### config.mk
export PLATFORM = sky130hd
export DESIGN_NAME = ctrl_pipe_flat
export DESIGN_NICKNAME = d
export VERILOG_FILES = /design/src/rtl/ctrl_pipe_if.sv /design/src/rtl/ctrl_pipe.sv /design/src/flat_wrapper.sv
export SDC_FILE = /design/constraint.sdc
export NUM_CORES = 1
export LEC_CHECK = 0
export CORE_ASPECT_RATIO = 0.8
export CORE_MARGIN = 1
export CORE_UTILIZATION = 42
export CTS_CLUSTER_DIAMETER = 40
export DETAILED_ROUTE_END_ITERATION = 10
export PLACE_DENSITY = 0.79
export SYNTH_ARGS = -nofsm -noshare
export SYNTH_HDL_FRONTEND = slang
export SYNTH_SLANG_ARGS = --single-unit
### constraint.sdc
create_clock -name clk_i -period 1.81 [get_ports clk_i]
set_input_delay 0.2715 -clock clk_i [delete_from_list [all_inputs] [get_ports clk_i]]
set_output_delay 0.2715 -clock clk_i [all_outputs]
set_load 0.02 [all_outputs]
### src/rtl/ctrl_pipe_if.sv
// Signal bundle between the ID stage and the pipeline control block: decoded controls in,
// stage registers, hazard and forwarding selects out.
interface ctrl_pipe_if;
  logic       reg_write_i;
  logic [2:0] alu_op_i;
  logic       alu_src_i;
  logic       alu_data1_i;
  logic       mem_write_i;
  logic       mem_read_i;
  logic       men_to_reg_i;
  logic [1:0] branch_jump_i;
  logic [4:0] rs1_i;
  logic [4:0] rs2_i;
  logic [4:0] rd_i;
  logic       branch_taken_i;

  logic       stall_o;
  logic       flush_o;

  logic       ex_reg_write_o;
  logic [2:0] ex_alu_op_o;
  logic       ex_alu_src_o;
  logic       ex_alu_data1_o;
  logic       ex_mem_write_o;
  logic       ex_mem_read_o;
  logic       ex_men_to_reg_o;
  logic [1:0] ex_branch_jump_o;
  logic [4:0] ex_rs1_o;
  logic [4:0] ex_rs2_o;
  logic [4:0] ex_rd_o;

  logic       mem_reg_write_o;
  logic       mem_mem_write_o;
  logic       mem_mem_read_o;
  logic       mem_men_to_reg_o;
  logic [4:0] mem_rd_o;

  logic       wb_reg_write_o;
  logic       wb_men_to_reg_o;
  logic [4:0] wb_rd_o;

  logic [1:0] forward_a_o;
  logic [1:0] forward_b_o;

  modport master (
    output reg_write_i, alu_op_i, alu_src_i, alu_data1_i, mem_write_i, mem_read_i,
           men_to_reg_i, branch_jump_i, rs1_i, rs2_i, rd_i, branch_taken_i,
    input  stall_o, flush_o,
           ex_reg_write_o, ex_alu_op_o, ex_alu_src_o, ex_alu_data1_o, ex_mem_write_o,
           ex_mem_read_o, ex_men_to_reg_o, ex_branch_jump_o, ex_rs1_o, ex_rs2_o, ex_rd_o,
           mem_reg_write_o, mem_mem_write_o, mem_mem_read_o, mem_men_to_reg_o, mem_rd_o,
           wb_reg_write_o, wb_men_to_reg_o, wb_rd_o,
           forward_a_o, forward_b_o
  );

  modport slave (
    input  reg_write_i, alu_op_i, alu_src_i, alu_data1_i, mem_write_i, mem_read_i,
           men_to_reg_i, branch_jump_i, rs1_i, rs2_i, rd_i, branch_taken_i,
    output stall_o, flush_o,
           ex_reg_write_o, ex_alu_op_o, ex_alu_src_o, ex_alu_data1_o, ex_mem_write_o,
           ex_mem_read_o, ex_men_to_reg_o, ex_branch_jump_o, ex_rs1_o, ex_rs2_o, ex_rd_o,
           mem_reg_write_o, mem_mem_write_o, mem_mem_read_o, mem_men_to_reg_o, mem_rd_o,
           wb_reg_write_o, wb_men_to_reg_o, wb_rd_o,
           forward_a_o, forward_b_o
  );
endinterface

### src/rtl/ctrl_pipe.sv
// Pipeline control: ID/EX, EX/MEM, MEM/WB control registers, load-use stall,
// branch redirect flush and EX operand forwarding selects.
module ctrl_pipe (
  input  logic        clk_i,
  input  logic        rst_i,
  ctrl_pipe_if.slave  bus
);

  typedef struct packed {
    logic       reg_write;
    logic [2:0] alu_op;
    logic       alu_src;
    logic       alu_data1;
    logic       mem_write;
    logic       mem_read;
    logic       men_to_reg;
    logic [1:0] branch_jump;
    logic [4:0] rs1;
    logic [4:0] rs2;
    logic [4:0] rd;
  } ex_stage_t;

  typedef struct packed {
    logic       reg_write;
    logic       mem_write;
    logic       mem_read;
    logic       men_to_reg;
    logic [4:0] rd;
  } mem_stage_t;

  typedef struct packed {
    logic       reg_write;
    logic       men_to_reg;
    logic [4:0] rd;
  } wb_stage_t;

  ex_stage_t  id_bundle;
  ex_stage_t  ex_q;
  mem_stage_t mem_q;
  wb_stage_t  wb_q;

  logic load_use;
  logic redirect;

  // MEM result is newer than WB, so it wins when both match.
  function automatic logic [1:0] fwd_sel(input logic [4:0] src,
                                         input mem_stage_t m,
                                         input wb_stage_t w);
    logic [1:0] sel;
    sel = 2'b00;
    if (m.reg_write && (m.rd != 5'd0) && (m.rd == src))
      sel = 2'b10;
    else if (w.reg_write && (w.rd != 5'd0) && (w.rd == src))
      sel = 2'b01;
    return sel;
  endfunction

  always_comb begin
    id_bundle             = '0;
    id_bundle.reg_write   = bus.reg_write_i;
    id_bundle.alu_op      = bus.alu_op_i;
    id_bundle.alu_src     = bus.alu_src_i;
    id_bundle.alu_data1   = bus.alu_data1_i;
    id_bundle.mem_write   = bus.mem_write_i;
    id_bundle.mem_read    = bus.mem_read_i;
    id_bundle.men_to_reg  = bus.men_to_reg_i;
    id_bundle.branch_jump = bus.branch_jump_i;
    id_bundle.rs1         = bus.rs1_i;
    id_bundle.rs2         = bus.rs2_i;
    id_bundle.rd          = bus.rd_i;
  end

  always_comb begin
    load_use = ex_q.mem_read && (ex_q.rd != 5'd0) &&
               ((ex_q.rd == bus.rs1_i) || (ex_q.rd == bus.rs2_i));
    redirect = bus.branch_taken_i && (ex_q.branch_jump != 2'b00);
  end

  always_ff @(posedge clk_i) begin
    if (rst_i) begin
      ex_q  <= '0;
      mem_q <= '0;
      wb_q  <= '0;
    end else begin
      ex_q             <= (redirect || load_use) ? '0 : id_bundle;
      mem_q.reg_write  <= ex_q.reg_write;
      mem_q.mem_write  <= ex_q.mem_write;
      mem_q.mem_read   <= ex_q.mem_read;
      mem_q.men_to_reg <= ex_q.men_to_reg;
      mem_q.rd         <= ex_q.rd;
      wb_q.reg_write   <= mem_q.reg_write;
      wb_q.men_to_reg  <= mem_q.men_to_reg;
      wb_q.rd          <= mem_q.rd;
    end
  end

  // A taken redirect squashes the ID instruction, so its hazard must not stall.
  assign bus.flush_o = redirect;
  assign bus.stall_o = load_use && !redirect;

  assign bus.forward_a_o = fwd_sel(ex_q.rs1, mem_q, wb_q);
  assign bus.forward_b_o = fwd_sel(ex_q.rs2, mem_q, wb_q);

  assign bus.ex_reg_write_o   = ex_q.reg_write;
  assign bus.ex_alu_op_o      = ex_q.alu_op;
  assign bus.ex_alu_src_o     = ex_q.alu_src;
  assign bus.ex_alu_data1_o   = ex_q.alu_data1;
  assign bus.ex_mem_write_o   = ex_q.mem_write;
  assign bus.ex_mem_read_o    = ex_q.mem_read;
  assign bus.ex_men_to_reg_o  = ex_q.men_to_reg;
  assign bus.ex_branch_jump_o = ex_q.branch_jump;
  assign bus.ex_rs1_o         = ex_q.rs1;
  assign bus.ex_rs2_o         = ex_q.rs2;
  assign bus.ex_rd_o          = ex_q.rd;

  assign bus.mem_reg_write_o  = mem_q.reg_write;
  assign bus.mem_mem_write_o  = mem_q.mem_write;
  assign bus.mem_mem_read_o   = mem_q.mem_read;
  assign bus.mem_men_to_reg_o = mem_q.men_to_reg;
  assign bus.mem_rd_o         = mem_q.rd;

  assign bus.wb_reg_write_o   = wb_q.reg_write;
  assign bus.wb_men_to_reg_o  = wb_q.men_to_reg;
  assign bus.wb_rd_o          = wb_q.rd;

endmodule

### src/flat_wrapper.sv
// flat-port wrapper written by rule: the top's interface ports become plain ports
module ctrl_pipe_flat 
  (clk_i, rst_i, bus_reg_write_i, bus_alu_op_i, bus_alu_src_i, bus_alu_data1_i, bus_mem_write_i, bus_mem_read_i, bus_men_to_reg_i, bus_branch_jump_i, bus_rs1_i, bus_rs2_i, bus_rd_i, bus_branch_taken_i, bus_stall_o, bus_flush_o, bus_ex_reg_write_o, bus_ex_alu_op_o, bus_ex_alu_src_o, bus_ex_alu_data1_o, bus_ex_mem_write_o, bus_ex_mem_read_o, bus_ex_men_to_reg_o, bus_ex_branch_jump_o, bus_ex_rs1_o, bus_ex_rs2_o, bus_ex_rd_o, bus_mem_reg_write_o, bus_mem_mem_write_o, bus_mem_mem_read_o, bus_mem_men_to_reg_o, bus_mem_rd_o, bus_wb_reg_write_o, bus_wb_men_to_reg_o, bus_wb_rd_o, bus_forward_a_o, bus_forward_b_o);
  ctrl_pipe_if bus_i ();
  input  logic clk_i;
  input  logic rst_i;
  input wire logic [$bits(bus_i.reg_write_i)-1:0] bus_reg_write_i;
  input wire logic [$bits(bus_i.alu_op_i)-1:0] bus_alu_op_i;
  input wire logic [$bits(bus_i.alu_src_i)-1:0] bus_alu_src_i;
  input wire logic [$bits(bus_i.alu_data1_i)-1:0] bus_alu_data1_i;
  input wire logic [$bits(bus_i.mem_write_i)-1:0] bus_mem_write_i;
  input wire logic [$bits(bus_i.mem_read_i)-1:0] bus_mem_read_i;
  input wire logic [$bits(bus_i.men_to_reg_i)-1:0] bus_men_to_reg_i;
  input wire logic [$bits(bus_i.branch_jump_i)-1:0] bus_branch_jump_i;
  input wire logic [$bits(bus_i.rs1_i)-1:0] bus_rs1_i;
  input wire logic [$bits(bus_i.rs2_i)-1:0] bus_rs2_i;
  input wire logic [$bits(bus_i.rd_i)-1:0] bus_rd_i;
  input wire logic [$bits(bus_i.branch_taken_i)-1:0] bus_branch_taken_i;
  output wire logic [$bits(bus_i.stall_o)-1:0] bus_stall_o;
  output wire logic [$bits(bus_i.flush_o)-1:0] bus_flush_o;
  output wire logic [$bits(bus_i.ex_reg_write_o)-1:0] bus_ex_reg_write_o;
  output wire logic [$bits(bus_i.ex_alu_op_o)-1:0] bus_ex_alu_op_o;
  output wire logic [$bits(bus_i.ex_alu_src_o)-1:0] bus_ex_alu_src_o;
  output wire logic [$bits(bus_i.ex_alu_data1_o)-1:0] bus_ex_alu_data1_o;
  output wire logic [$bits(bus_i.ex_mem_write_o)-1:0] bus_ex_mem_write_o;
  output wire logic [$bits(bus_i.ex_mem_read_o)-1:0] bus_ex_mem_read_o;
  output wire logic [$bits(bus_i.ex_men_to_reg_o)-1:0] bus_ex_men_to_reg_o;
  output wire logic [$bits(bus_i.ex_branch_jump_o)-1:0] bus_ex_branch_jump_o;
  output wire logic [$bits(bus_i.ex_rs1_o)-1:0] bus_ex_rs1_o;
  output wire logic [$bits(bus_i.ex_rs2_o)-1:0] bus_ex_rs2_o;
  output wire logic [$bits(bus_i.ex_rd_o)-1:0] bus_ex_rd_o;
  output wire logic [$bits(bus_i.mem_reg_write_o)-1:0] bus_mem_reg_write_o;
  output wire logic [$bits(bus_i.mem_mem_write_o)-1:0] bus_mem_mem_write_o;
  output wire logic [$bits(bus_i.mem_mem_read_o)-1:0] bus_mem_mem_read_o;
  output wire logic [$bits(bus_i.mem_men_to_reg_o)-1:0] bus_mem_men_to_reg_o;
  output wire logic [$bits(bus_i.mem_rd_o)-1:0] bus_mem_rd_o;
  output wire logic [$bits(bus_i.wb_reg_write_o)-1:0] bus_wb_reg_write_o;
  output wire logic [$bits(bus_i.wb_men_to_reg_o)-1:0] bus_wb_men_to_reg_o;
  output wire logic [$bits(bus_i.wb_rd_o)-1:0] bus_wb_rd_o;
  output wire logic [$bits(bus_i.forward_a_o)-1:0] bus_forward_a_o;
  output wire logic [$bits(bus_i.forward_b_o)-1:0] bus_forward_b_o;
  assign bus_i.reg_write_i = bus_reg_write_i;
  assign bus_i.alu_op_i = bus_alu_op_i;
  assign bus_i.alu_src_i = bus_alu_src_i;
  assign bus_i.alu_data1_i = bus_alu_data1_i;
  assign bus_i.mem_write_i = bus_mem_write_i;
  assign bus_i.mem_read_i = bus_mem_read_i;
  assign bus_i.men_to_reg_i = bus_men_to_reg_i;
  assign bus_i.branch_jump_i = bus_branch_jump_i;
  assign bus_i.rs1_i = bus_rs1_i;
  assign bus_i.rs2_i = bus_rs2_i;
  assign bus_i.rd_i = bus_rd_i;
  assign bus_i.branch_taken_i = bus_branch_taken_i;
  assign bus_stall_o = bus_i.stall_o;
  assign bus_flush_o = bus_i.flush_o;
  assign bus_ex_reg_write_o = bus_i.ex_reg_write_o;
  assign bus_ex_alu_op_o = bus_i.ex_alu_op_o;
  assign bus_ex_alu_src_o = bus_i.ex_alu_src_o;
  assign bus_ex_alu_data1_o = bus_i.ex_alu_data1_o;
  assign bus_ex_mem_write_o = bus_i.ex_mem_write_o;
  assign bus_ex_mem_read_o = bus_i.ex_mem_read_o;
  assign bus_ex_men_to_reg_o = bus_i.ex_men_to_reg_o;
  assign bus_ex_branch_jump_o = bus_i.ex_branch_jump_o;
  assign bus_ex_rs1_o = bus_i.ex_rs1_o;
  assign bus_ex_rs2_o = bus_i.ex_rs2_o;
  assign bus_ex_rd_o = bus_i.ex_rd_o;
  assign bus_mem_reg_write_o = bus_i.mem_reg_write_o;
  assign bus_mem_mem_write_o = bus_i.mem_mem_write_o;
  assign bus_mem_mem_read_o = bus_i.mem_mem_read_o;
  assign bus_mem_men_to_reg_o = bus_i.mem_men_to_reg_o;
  assign bus_mem_rd_o = bus_i.mem_rd_o;
  assign bus_wb_reg_write_o = bus_i.wb_reg_write_o;
  assign bus_wb_men_to_reg_o = bus_i.wb_men_to_reg_o;
  assign bus_wb_rd_o = bus_i.wb_rd_o;
  assign bus_forward_a_o = bus_i.forward_a_o;
  assign bus_forward_b_o = bus_i.forward_b_o;
  ctrl_pipe u_core (.clk_i(clk_i), .rst_i(rst_i), .bus(bus_i));
endmodule
==> metrics.md <==
| Metric | Value |
|---|---|
| Maximum buffer depth of the clock tree | `2` |
| MaxCap Viol Count | `0` |
| Largest net degree at the start of global routing | `29` |
| Synthesis-stage register bit count | `42` |
| Buffers on Ports | `76` |
| Ys async rst share | `0%` |
| Number of synthesized flops with an enable pin | `0` |
| Top_reg_cell synth | `dfxtp_1` |
| Worst Setup Start Kind | `flop` |
| Area delta synth->final | `67.08%` |
| Worst hold path type | `reg2reg` |
| Setup Crit Path Kind | `reg2out` |
| Max-slew violation count | `0` |
| Clk_lat worst skew | `0.29 ns` |
| Initial antenna violation count | `0` |
| Die height | `61.13 microns` |
| Reg2reg setup slack | `0.15 ns` |
| DRC | `0` |
| Core area | `4178 sq um` |
| Top-area cell type share of the netlist area | `45.81%` |
| Vias in the first global route | `1542` |
| CTS tree | `done` |
| Final worst path period share | `114.9%` |
| # setup viols final | `5` |
| Sequential area share after synthesis | `45.81%` |
| Failing checks | `negative setup slack` |
| Worst setup EP type | `output port` |
| Worst slew pin tran | `0.3948 ns` |
| N_diodes | `0` |
| Setup Skew | `0.007006 ns` |
| Fmax achieved | `481.0 MHz` |
| Final Cell Area | `3067 sq um` |
| First-pass GRT wire length | `7.396 mm` |
| Placed insts | `327` |
| Number of detailed-route iterations in the first pass | `4` |
| Distinct cells, synth | `21` |
| Post-CTS Hold Buffers | `0` |
| Number of DRC markers in iteration 0 | `40` |
| Post-route worst setup slack | `-0.2691 ns` |
| Arrival time at the worst endpoint | `1.81 ns` |
| DIE AREA | `4640 sq um` |
| NumNets Final | `306` |
| Fill cells | `313` |
| Via/cell ratio | `4.790` |
| Num rows | `21` |
| Post-synth top cells | `dfxtp_1, nand3b_1, a21oi_2, nor2b_1, xnor2_1` |
| CP Data Required Time | `1.54 ns` |
| Area leader, netlist | `dfxtp_1` |
| Post-Syn Area per Cell | `10.61 sq um` |
| Worst-path clk slew | `0.07 ns` |
| Unrepaired setup endpoints after global routing | `true` |
| Syn nets | `202` |
| Vias | `1600` |
| Htree depth | `2` |
| Final Hold Viols | `0` |
| Post-DP Area | `2885 sq um` |
| Crit path max fanout | `4` |
| Area of the multi-input gates | `1032 sq um` |
| Minimum clock period | `2.079 ns` |
| Pwr Density | `732.8 nW/um^2` |
| Layout Cells excl Fill | `334` |
| Total congestion overflow | `0` |
| CTS Sinks | `42` |
| Post-DP HPWL | `3.373 mm` |
| Die width | `75.91 microns` |
| Routed length per instance | `13.66 microns` |
| Register Area | `862.1 sq um` |
| Synth Warn # | `0` |
| Post-route ant nets | `0` |
| Slew margin rel. | `73.68%` |
| Count leader, synth | `dfxtp_1` |
| Num CTS Buffers | `5` |
| Layout cells sized above 1 | `32.13%` |
| Leakage | `1.201 nW` |
| Dominant cells by area after synthesis | `dfxtp_1, nand3b_1, a21oi_2` |
| Status | `complete, but fails checks` |
| Gp weighted congestion | `0.8206` |
| Max VDD drop | `0.0005367 V` |
| Final WL | `4.561 mm` |
| # IOs | `77` |
| Post-Synthesis Cells | `173` |
| Initial Utilization | `43.94%` |
| CTS Root Cell | `clkbuf_8` |
| Total global-route track usage | `21.02%` |
| Mapped cell area | `1836 sq um` |
-- state kept, by name, summed over array words and instances (netlist names), 2 cells and up --
register                     count
u_core.bus.ex_branch_jump_o      2
u_core.bus.wb_rd_o               5
u_core.bus.ex_rs1_o              5
u_core.bus.ex_rs2_o              5
u_core.bus.ex_alu_op_o           3
u_core.bus.ex_rd_o               5
u_core.bus.mem_rd_o              5
-- kinds of logic (layout without fill, tap and decap cells) --
| logic type | count (synthesis) | after routing | synth area share, % |
|---|---|---|---|
| AND/OR/NAND/NOR | 58 | 58 | 22.02 |
| buffers and inverters | 12 | 116 | 4.771 |
| XOR/XNOR | 30 | 30 | 14.31 |
| flip-flops | 42 | 42 | 45.81 |
| AO/OA/AOI/OAI | 31 | 31 | 13.09 |
-- metrics by stage --
stage | setup TNS (ns) | total power [mW] | util, % | hold WS (ns) | setup slack, ns
global placement | -3.725 | 1.531 | 69.06 | 0.4452 | -0.4900
global route | -1.062 | 2.339 | 73.41 | 0.4814 | -0.3927
CTS | -0.8192 | 2.256 | 73.20 | 0.4659 | -0.2996
finish | -0.7345 | 2.247 | 73.41 | 0.4646 | -0.2691
detailed placement | -4.749 | 1.540 | 69.06 | 0.4531 | -0.5252
floorplan | 0 | 1.291 | - | 0.4119 | 0.001181
-- worst max-delay path, stage by stage (launching register included) --
cell,delay (ns)
dfxtp_4,0.37
or4_4,0.12
o21ai_2,0.05
or4_4,0.53
nor4_4,0.27
buf_4,0.17
-- report_power, final --
group / internal, mW / switching (mW) / total [mW]
Clock: 0.399 / 0.303 / 0.702
Sequential: 0.970 / 0.0352 / 1.01
Combinational: 0.282 / 0.258 / 0.540
Total: 1.65 / 0.597 / 2.25
-- cells in the final DEF (no fill, tap or decap), drive strengths merged --
cell type	Yosys	layout
or4	5	5
nand3b	26	26
xor2	14	14
buf	5	37
clkinv	0	1
nand2	2	2
o21ai	3	3
inv	1	1
clkbuf	6	5
o22ai	1	1
a21oi	26	26
dlygate4sd2	0	1
o21a	1	1
xnor2	16	16
nor2b	16	16
bufinv	0	1
nor4	4	4
dfxtp	42	42
and3	1	1
clkdlybuf4s50	0	70
nand3	4	4
-- metal layers --
layer,global-route usage [%],wire length (microns)
met4,9.066,55
met1,24.52,1981
met2,37.14,2196
met5,0,0
met3,6.519,327
-- cell type report --
type | instances | share of cell area (%)
inverters | 1 | 0.1224
clock buffers | 5 | 2.244
flip-flops and latches | 42 | 28.11
multi-input cells | 119 | 33.66
clock inverters | 2 | 1.102
repair buffers | 108 | 32.44
well taps | 57 | 2.326
-- final timing paths --
check | depth (start not counted) | to | from
worst max-delay path | 5 | bus_forward_b_o[0] | u_core.bus.wb_rd_o[4]$_SDFF_PP0_
worst min register to register | 1 | u_core.bus.mem_men_to_reg_o$_SDFF_PP0_ | u_core.bus.ex_men_to_reg_o$_SDFF_PP0_
worst min-delay path | 1 | u_core.bus.mem_men_to_reg_o$_SDFF_PP0_ | u_core.bus.ex_men_to_reg_o$_SDFF_PP0_
worst max register to register | 6 | u_core.bus.ex_alu_op_o[0]$_SDFF_PP0_ | u_core.bus.ex_rd_o[0]$_SDFF_PP0_
-- what timing repair did --
action / in CTS / in global routing
endpoints found under the setup margin: 6 / 5
pin swaps: 5 / 7
gates resized for setup: 41 / 5
setup buffers: 0 / 0
No activity file was read; power rests on OpenSTA's default activity.
